### src/rtl/oc8051_rom_fetch_pkg.sv
// oc8051_rom_fetch_pkg: shared types and constants for the ROM prefetch stage.
`timescale 1ns/1ps
package oc8051_rom_fetch_pkg;

   localparam int ROM_ADDR_W     = 16;
   localparam int ROM_DATA_W     = 8;
   localparam int DEFAULT_WINDOW = 4;

   typedef enum logic [1:0] {
      ST_IDLE  = 2'd0,
      ST_FETCH = 2'd1,
      ST_RESP  = 2'd2
   } fetch_state_t;

endpackage

### src/rtl/oc8051_rom_fetch_window.sv
// oc8051_rom_fetch_window: tagged byte window holding WINDOW consecutive ROM
// bytes starting at base. Computes the lookup offset and hit flags, loads
// bytes from the ROM, and offers a three-byte read port with write bypass.
// ROM_FETCH_PARTIAL_HIT_EN adds the partial-hit flag and the shift-down path.
`timescale 1ns/1ps
module oc8051_rom_fetch_window
   import oc8051_rom_fetch_pkg::*;
#(
   parameter int WINDOW = DEFAULT_WINDOW
) (
   input  logic                  clk,
   input  logic                  rst,
   input  logic [ROM_ADDR_W-1:0] lookup_addr,
   output logic                  full_hit,
`ifdef ROM_FETCH_PARTIAL_HIT_EN
   output logic                  partial_hit,
   input  logic                  shift_en,
`endif
   output logic [3:0]            lookup_off,
   input  logic                  alloc,
   input  logic                  flush,
   input  logic                  set_valid,
   input  logic                  wr_en,
   input  logic [3:0]            wr_slot,
   input  logic [ROM_DATA_W-1:0] wr_data,
   input  logic [3:0]            rd_off,
   output logic [ROM_DATA_W-1:0] rd_data_0,
   output logic [ROM_DATA_W-1:0] rd_data_1,
   output logic [ROM_DATA_W-1:0] rd_data_2
);

   localparam logic [ROM_ADDR_W-1:0] FULL_MAX = ROM_ADDR_W'(WINDOW - 3);
`ifdef ROM_FETCH_PARTIAL_HIT_EN
   localparam logic [ROM_ADDR_W-1:0] WIN_LEN  = ROM_ADDR_W'(WINDOW);
`endif

   logic [ROM_ADDR_W-1:0] base_q;
   logic                  valid_q;
   logic [ROM_DATA_W-1:0] win_q [WINDOW];
   logic [ROM_ADDR_W-1:0] off;
   logic [ROM_DATA_W-1:0] rd_bytes [3];

   assign off        = lookup_addr - base_q;
   assign lookup_off = off[3:0];
   assign full_hit   = valid_q && (off <= FULL_MAX);
`ifdef ROM_FETCH_PARTIAL_HIT_EN
   assign partial_hit = valid_q && (off > FULL_MAX) && (off < WIN_LEN);
`endif

   // Tag and valid: a new allocation retags the window and marks it invalid
   // until the refill completes; flush always wins.
   always_ff @(posedge clk or negedge rst) begin
      if (!rst) begin
         base_q  <= '0;
         valid_q <= 1'b0;
      end else begin
         if (alloc)
            base_q <= lookup_addr;
         if (flush)
            valid_q <= 1'b0;
         else if (set_valid)
            valid_q <= 1'b1;
         else if (alloc)
            valid_q <= 1'b0;
      end
   end

   // Byte storage: optional shift-down by the lookup offset, then ROM captures.
   always_ff @(posedge clk or negedge rst) begin
      if (!rst) begin
         for (int i = 0; i < WINDOW; i++)
            win_q[i] <= '0;
      end else begin
`ifdef ROM_FETCH_PARTIAL_HIT_EN
         if (shift_en)
            for (int i = 0; i < WINDOW; i++)
               for (int j = 0; j < WINDOW; j++)
                  if (j == i + int'(lookup_off))
                     win_q[i] <= win_q[j];
`endif
         if (wr_en)
            for (int j = 0; j < WINDOW; j++)
               if (wr_slot == 4'(j))
                  win_q[j] <= wr_data;
      end
   end

   // Three-byte read at rd_off, bypassing the byte being captured this cycle
   // so the final capture of a refill can go straight into the response.
   always_comb begin
      for (int i = 0; i < 3; i++) begin
         rd_bytes[i] = '0;
         for (int j = 0; j < WINDOW; j++)
            if (j == int'(rd_off) + i)
               rd_bytes[i] = (wr_en && (wr_slot == 4'(j))) ? wr_data : win_q[j];
      end
   end

   assign rd_data_0 = rd_bytes[0];
   assign rd_data_1 = rd_bytes[1];
   assign rd_data_2 = rd_bytes[2];

endmodule

### src/rtl/oc8051_rom_fetch.sv
// oc8051_rom_fetch: instruction prefetch stage returning the three bytes at a
// requested address, served from a tagged window or refilled from a byte-wide
// synchronous ROM. Optional macro ROM_FETCH_PARTIAL_HIT_EN enables partial
// hits that shift the window and refill only the missing bytes.
`timescale 1ns/1ps
module oc8051_rom_fetch
   import oc8051_rom_fetch_pkg::*;
#(
   parameter int WINDOW = DEFAULT_WINDOW
) (
   input  logic                  clk,
   input  logic                  rst,
   input  logic                  req_valid,
   input  logic [ROM_ADDR_W-1:0] req_addr,
   output logic                  req_ready,
   output logic                  resp_valid,
   input  logic                  resp_ready,
   output logic [ROM_DATA_W-1:0] resp_data_0,
   output logic [ROM_DATA_W-1:0] resp_data_1,
   output logic [ROM_DATA_W-1:0] resp_data_2,
   input  logic                  flush,
   output logic                  rom_en,
   output logic [ROM_ADDR_W-1:0] rom_addr,
   input  logic [ROM_DATA_W-1:0] rom_data
);

   fetch_state_t state_q;
   logic [3:0]   issue_left_q;
   logic         cap_en_q;
   logic [3:0]   cap_slot_q;
   logic         flush_pend_q;

   logic                  accept;
   logic                  full_hit;
   logic                  hit;
   logic                  alloc;
   logic                  wr_en;
   logic                  last_cap;
   logic                  set_valid;
   logic [3:0]            lookup_off;
   logic [3:0]            rd_off;
   logic [ROM_DATA_W-1:0] rd_data_0;
   logic [ROM_DATA_W-1:0] rd_data_1;
   logic [ROM_DATA_W-1:0] rd_data_2;
`ifdef ROM_FETCH_PARTIAL_HIT_EN
   logic                  partial_hit;
   logic                  partial;
`endif

   assign req_ready = rst && (state_q == ST_IDLE) && (!resp_valid || resp_ready);
   assign accept    = req_valid && req_ready;
   assign hit       = full_hit && !flush;
`ifdef ROM_FETCH_PARTIAL_HIT_EN
   assign partial   = partial_hit && !flush;
`endif
   assign alloc     = accept && !hit;
   assign wr_en     = (state_q == ST_FETCH) && cap_en_q;
   assign last_cap  = wr_en && !rom_en;
   assign set_valid = last_cap && !flush_pend_q;
   assign rd_off    = (state_q == ST_IDLE) ? lookup_off : 4'd0;

   oc8051_rom_fetch_window #(
      .WINDOW      (WINDOW)
   ) u_window (
      .clk         (clk),
      .rst         (rst),
      .lookup_addr (req_addr),
      .full_hit    (full_hit),
`ifdef ROM_FETCH_PARTIAL_HIT_EN
      .partial_hit (partial_hit),
      .shift_en    (accept && partial),
`endif
      .lookup_off  (lookup_off),
      .alloc       (alloc),
      .flush       (flush),
      .set_valid   (set_valid),
      .wr_en       (wr_en),
      .wr_slot     (cap_slot_q),
      .wr_data     (rom_data),
      .rd_off      (rd_off),
      .rd_data_0   (rd_data_0),
      .rd_data_1   (rd_data_1),
      .rd_data_2   (rd_data_2)
   );

   // Control FSM: accepts requests, issues ROM strobes, tracks captures and
   // holds the registered response until the core consumes it.
   always_ff @(posedge clk or negedge rst) begin
      if (!rst) begin
         state_q      <= ST_IDLE;
         resp_valid   <= 1'b0;
         resp_data_0  <= '0;
         resp_data_1  <= '0;
         resp_data_2  <= '0;
         rom_en       <= 1'b0;
         rom_addr     <= '0;
         issue_left_q <= '0;
         cap_en_q     <= 1'b0;
         cap_slot_q   <= '0;
         flush_pend_q <= 1'b0;
      end else begin
         case (state_q)
            ST_IDLE: begin
               if (accept) begin
                  if (hit) begin
                     resp_data_0 <= rd_data_0;
                     resp_data_1 <= rd_data_1;
                     resp_data_2 <= rd_data_2;
                     resp_valid  <= 1'b1;
                     state_q     <= ST_RESP;
                  end else begin
                     state_q      <= ST_FETCH;
                     rom_en       <= 1'b1;
                     cap_en_q     <= 1'b0;
                     flush_pend_q <= 1'b0;
`ifdef ROM_FETCH_PARTIAL_HIT_EN
                     if (partial) begin
                        rom_addr     <= req_addr + ROM_ADDR_W'(WINDOW) - {12'd0, lookup_off};
                        issue_left_q <= lookup_off - 4'd1;
                        cap_slot_q   <= 4'(WINDOW) - lookup_off;
                     end else
`endif
                     begin
                        rom_addr     <= req_addr;
                        issue_left_q <= 4'(WINDOW - 1);
                        cap_slot_q   <= '0;
                     end
                  end
               end
            end
            ST_FETCH: begin
               if (flush)
                  flush_pend_q <= 1'b1;
               cap_en_q <= rom_en;
               if (rom_en) begin
                  if (issue_left_q == 4'd0) begin
                     rom_en <= 1'b0;
                  end else begin
                     rom_addr     <= rom_addr + 16'd1;
                     issue_left_q <= issue_left_q - 4'd1;
                  end
               end
               if (wr_en)
                  cap_slot_q <= cap_slot_q + 4'd1;
               if (last_cap) begin
                  resp_data_0 <= rd_data_0;
                  resp_data_1 <= rd_data_1;
                  resp_data_2 <= rd_data_2;
                  resp_valid  <= 1'b1;
                  state_q     <= ST_RESP;
               end
            end
            ST_RESP: begin
               if (resp_ready) begin
                  resp_valid <= 1'b0;
                  state_q    <= ST_IDLE;
               end
            end
            default: state_q <= ST_IDLE;
         endcase
      end
   end

endmodule
### config.mk
export PLATFORM = sky130hd
export DESIGN_NAME = oc8051_rom_fetch
export DESIGN_NICKNAME = d
export VERILOG_FILES = /design/src/rtl/oc8051_rom_fetch_pkg.sv /design/src/rtl/oc8051_rom_fetch_window.sv /design/src/rtl/oc8051_rom_fetch.sv
export SDC_FILE = /design/constraint.sdc
export NUM_CORES = 1
export LEC_CHECK = 0
export BUFFER_PORTS_ARGS = -buffer_cell sky130_fd_sc_hd__buf_2
export CORE_MARGIN = 1.5
export CORE_UTILIZATION = 54
export DETAILED_ROUTE_END_ITERATION = 10
export GPL_TIMING_DRIVEN = 0
export HOLD_SLACK_MARGIN = 0.08
export PLACE_DENSITY = 0.75
export RECOVER_POWER = 25
export SLEW_MARGIN = 30
export SYNTH_ARGS = -nofsm -noshare
export SYNTH_HDL_FRONTEND = slang
export SYNTH_SLANG_ARGS = --single-unit
### constraint.sdc
create_clock -name clk -period 4.5 [get_ports clk]
set_clock_uncertainty 0.2 [all_clocks]
set_input_delay 0.45 -clock clk [delete_from_list [all_inputs] [get_ports clk]]
set_output_delay 0.45 -clock clk [all_outputs]
set_load 0.1 [all_outputs]
==> results.sh <==
export IMPL_start_util_pct=55.5
export IMPL_viasPerCell=6.23
export IMPL_fin_crit_ns=4.06
export IMPL_synth_async_sr_flop_share_pct=100
export IMPL_slew_headroom_pct=-79.4
export IMPL_r2r_end="resp_data_0[2]"
export IMPL_layout_nets=760
export IMPL_cts_hold_buffers=3
export IMPL_grt_max_degree=62
export IMPL_slowest_delay_ns=0.49
export IMPL_clk_latency_ns=0.40
export IMPL_rsz0062_at_grt="false"
export IMPL_gp_congestion=0.860
export IMPL_crit_required_ns=4.58
export IMPL_finalSetupViolations=0
export IMPL_failed_checks="capacitance limit, slew limit"
export IMPL_post_route_cells_drive_above_1_share_pct=18.5
export IMPL_route_antenna_remaining_nets=0
export IMPL_hpwl_um=11500
export IMPL_synth_seq_cells=103
export IMPL_finalMaxSlewViolations=62
export IMPL_crit_fanout=10
export IMPL_cts_max_level=3
export IMPL_tritoncts="built"
export IMPL_cts_resized=0
export IMPL_finalCritPeriodShare_pct=90.3
export IMPL_die_area_um2=11800
export IMPL_final_common_cell="dfrtp_1"
export IMPL_firstDrtPassIters=6
export IMPL_place_ws_ns=0.182
export IMPL_cts_buffers=9
export IMPL_grt_ovfl_total=0
export IMPL_tightest_slew_ns=2.69
export IMPL_drc=0
export IMPL_antenna_found_initial=0
export IMPL_crit_end="resp_data_0[2]"
export IMPL_synthCells=621
export IMPL_yosysWarnings=0
export IMPL_avgSynthCellArea_um2=9.69
export IMPL_die_x_um=109
export IMPL_cpMaxStageDelayCell="fa_1"
export IMPL_critical_path_buf_inv_count=2
export IMPL_finalHoldViolCount=0
export IMPL_cp_depth=13
export IMPL_area_growth_pct=13.0
export IMPL_cp_arrival_ns=4.15
export IMPL_hold_class="in2reg"
export IMPL_status="complete, but fails checks"
export IMPL_synth_edf_count=0
export IMPL_yosysSeqAreaShare_pct=42.9
export IMPL_syn_nets=674
export IMPL_start_kind="flip-flop"
export IMPL_grt_usage_pct=28.7
export IMPL_grt_pass1_vias=5307
export IMPL_drv_cap=1
export IMPL_core_area_um2=10800
export IMPL_portBuffers=71
export IMPL_num_rows=38
export IMPL_cts_sinks=103
export IMPL_post_drt_wl_per_cell_um=18.7
export IMPL_regToRegSetupSlack_ns=0.44
export IMPL_io_pins=72
export IMPL_drt_iter0_drc=439
export IMPL_num_vias=5305
export IMPL_die_height_um=109
export IMPL_drt_total_wl_um=16000
export IMPL_crit_start="u_window.base_q[0]"
export IMPL_r2r_start="u_window.base_q[0]"
export IMPL_layout_common_cells="dfrtp_1 (103), buf_2 (72), inv_1 (57), nand2_1 (54), o21ai_0 (38)"
export IMPL_antennaDiodeCount=0
export IMPL_cts_root_buf="clkbuf_8"
export IMPL_clkTransAtPathRegs_ns=0.10
export IMPL_setup_slack_ns=0.436
export IMPL_synth_ff_type="dfrtp_1"
export IMPL_cp_cell_sequence="ha_1 > fa_1 > clkbuf_1 > nand2_1 > nor3b_1 > mux2i_1 > a2111oi_2 > o2111a_1 > o2111ai_2 > nor3_1 > o2bb2ai_2 > buf_4 > mux2_2"
export IMPL_grt_pass1_wl_um=25900
export IMPL_fmax_mhz=246
export IMPL_crit_type="reg2reg"
export IMPL_syn_area_um2=6010
export IMPL_critPathTopFamily="compound AO/OA/AOI/OAI gates"
export IMPL_rr_worst_depth=13
export IMPL_ys_types=59
export IMPL_cts_max_path_buffers=2
export IMPL_cp_end_kind="flip-flop"
export IMPL_post_cts_buffers=0
## routing by layer
| metal | up-vias | track usage, % | routed length (um) |
|---|---|---|---|
| met4 | 0 | 12.0 | 472 |
| met2 | 216 | 48.7 | 7870 |
| met1 | 2618 | 34.5 | 6550 |
| met5 | - | 0 | 0 |
| met3 | 41 | 7.29 | 1060 |
| li1 | 2430 | - | - |
## worst min-delay path by stage
stage,start,endpoint,slack (ns),cells after the start
CTS,req_addr[12],u_window.base_q[12],0.1,3
global route,req_addr[0],rom_addr[0],0.12,2
global placement,u_window.base_q[0],u_window.base_q[0],0.27,2
floorplan,rst,cap_en_q,-0.05,0
finish,req_addr[12],u_window.base_q[12],0.12,3
detailed placement,rst,u_window.base_q[6],0.20,1
## stage by stage
| stage | area [um2] | hold slack [ns] | cells | setup TNS [ns] | utilization (%) |
|---|---|---|---|---|---|
| after detailed placement | 6580 | 0.198 | 833 | 0 | 60.7 |
| after floorplan | 6010 | -0.0456 | 621 | 0 | - |
| final | 6800 | 0.120 | 852 | 0 | 62.7 |
| after global placement | 6550 | 0.271 | 832 | -0.873 | 60.4 |
| after CTS | 6810 | 0.0994 | 852 | 0 | 62.8 |
| after global routing | 6800 | 0.117 | 852 | 0 | 62.7 |
## final cells by class
type / count / area (um2)
Inverter: 57 / 214
Timing Repair Buffer: 75 / 404
Multi-Input combinational cell: 436 / 3100
Fill cell: 931 / 4040
Sequential cell: 103 / 2580
Clock buffer: 11 / 141
Clock inverter: 5 / 61.3
Tap cell: 140 / 175
Buffer: 25 / 119
## cell usage after synthesis (2+ instances only)
cell type  count  area [um2]
dfrtp_1      103        2580
inv_1         57         214
nand2_1       54         203
o21ai_0       38         190
a21oi_1       36         180
mux2i_1       33         330
nor2_1        32         120
o22a_1        28         245
mux2_2        27         304
ha_1          23         288
o221ai_1      23         201
clkbuf_1      16        60.1
nor3_1        16        80.1
nand3_1       11        55.1
a2bb2oi_1      8        70.1
nand2b_1       8        50.1
nand4_1        8        50.1
a21o_1         7        52.6
a31oi_1        7        43.8
o211ai_1       5        37.5
or2_2          5        31.3
or3_1          5        31.3
xor2_1         5        43.8
and3_1         4        25.0
buf_4          4        30.0
nor2b_1        4        25.0
nor3b_1        4        30.0
o21a_1         4        30.0
xnor2_1        4        35.0
a211oi_1       3        22.5
and2_1         3        18.8
o2bb2ai_1      3        26.3
o31ai_1        3        22.5
buf_1          2        7.51
buf_2          2        10.0
nand3b_1       2        15.0
nand4b_1       2        17.5
## kinds of logic after synthesis
group / share of synthesized area, %
AOI/OAI and AO/OA: 21.3
xor gates and xnor gates: 1.31
adders and majority gates: 5.12
buffers and inverters: 5.53
DFF: 42.9
muxes: 10.7
and+or+nand+nor: 13.1
## worst register-to-register path, stage by stage, from the launching register on
cell       delay [ns]
dfrtp_1          0.40
ha_1             0.22
fa_1             0.49
clkbuf_1         0.26
nand2_1          0.12
nor3b_1          0.20
mux2i_1          0.12
a2111oi_2        0.30
o2111a_1         0.24
o2111ai_2        0.21
nor3_1           0.24
o2bb2ai_2        0.29
buf_4            0.31
mux2_2           0.36
## state kept, by name, summed over array words and instances (netlist names)
name,flops
u_window.win_q,32
rom_en,1
cap_en_q,1
resp_data_1,8
u_window.valid_q,1
rom_addr,16
state_q,2
u_window.base_q,16
issue_left_q,4
resp_valid,1
cap_slot_q,4
resp_data_2,8
flush_pend_q,1
resp_data_0,8
Power is left out: the tool's default activity adds up to more than one toggle a clock period on the data nets, which glitch-free logic cannot reach.
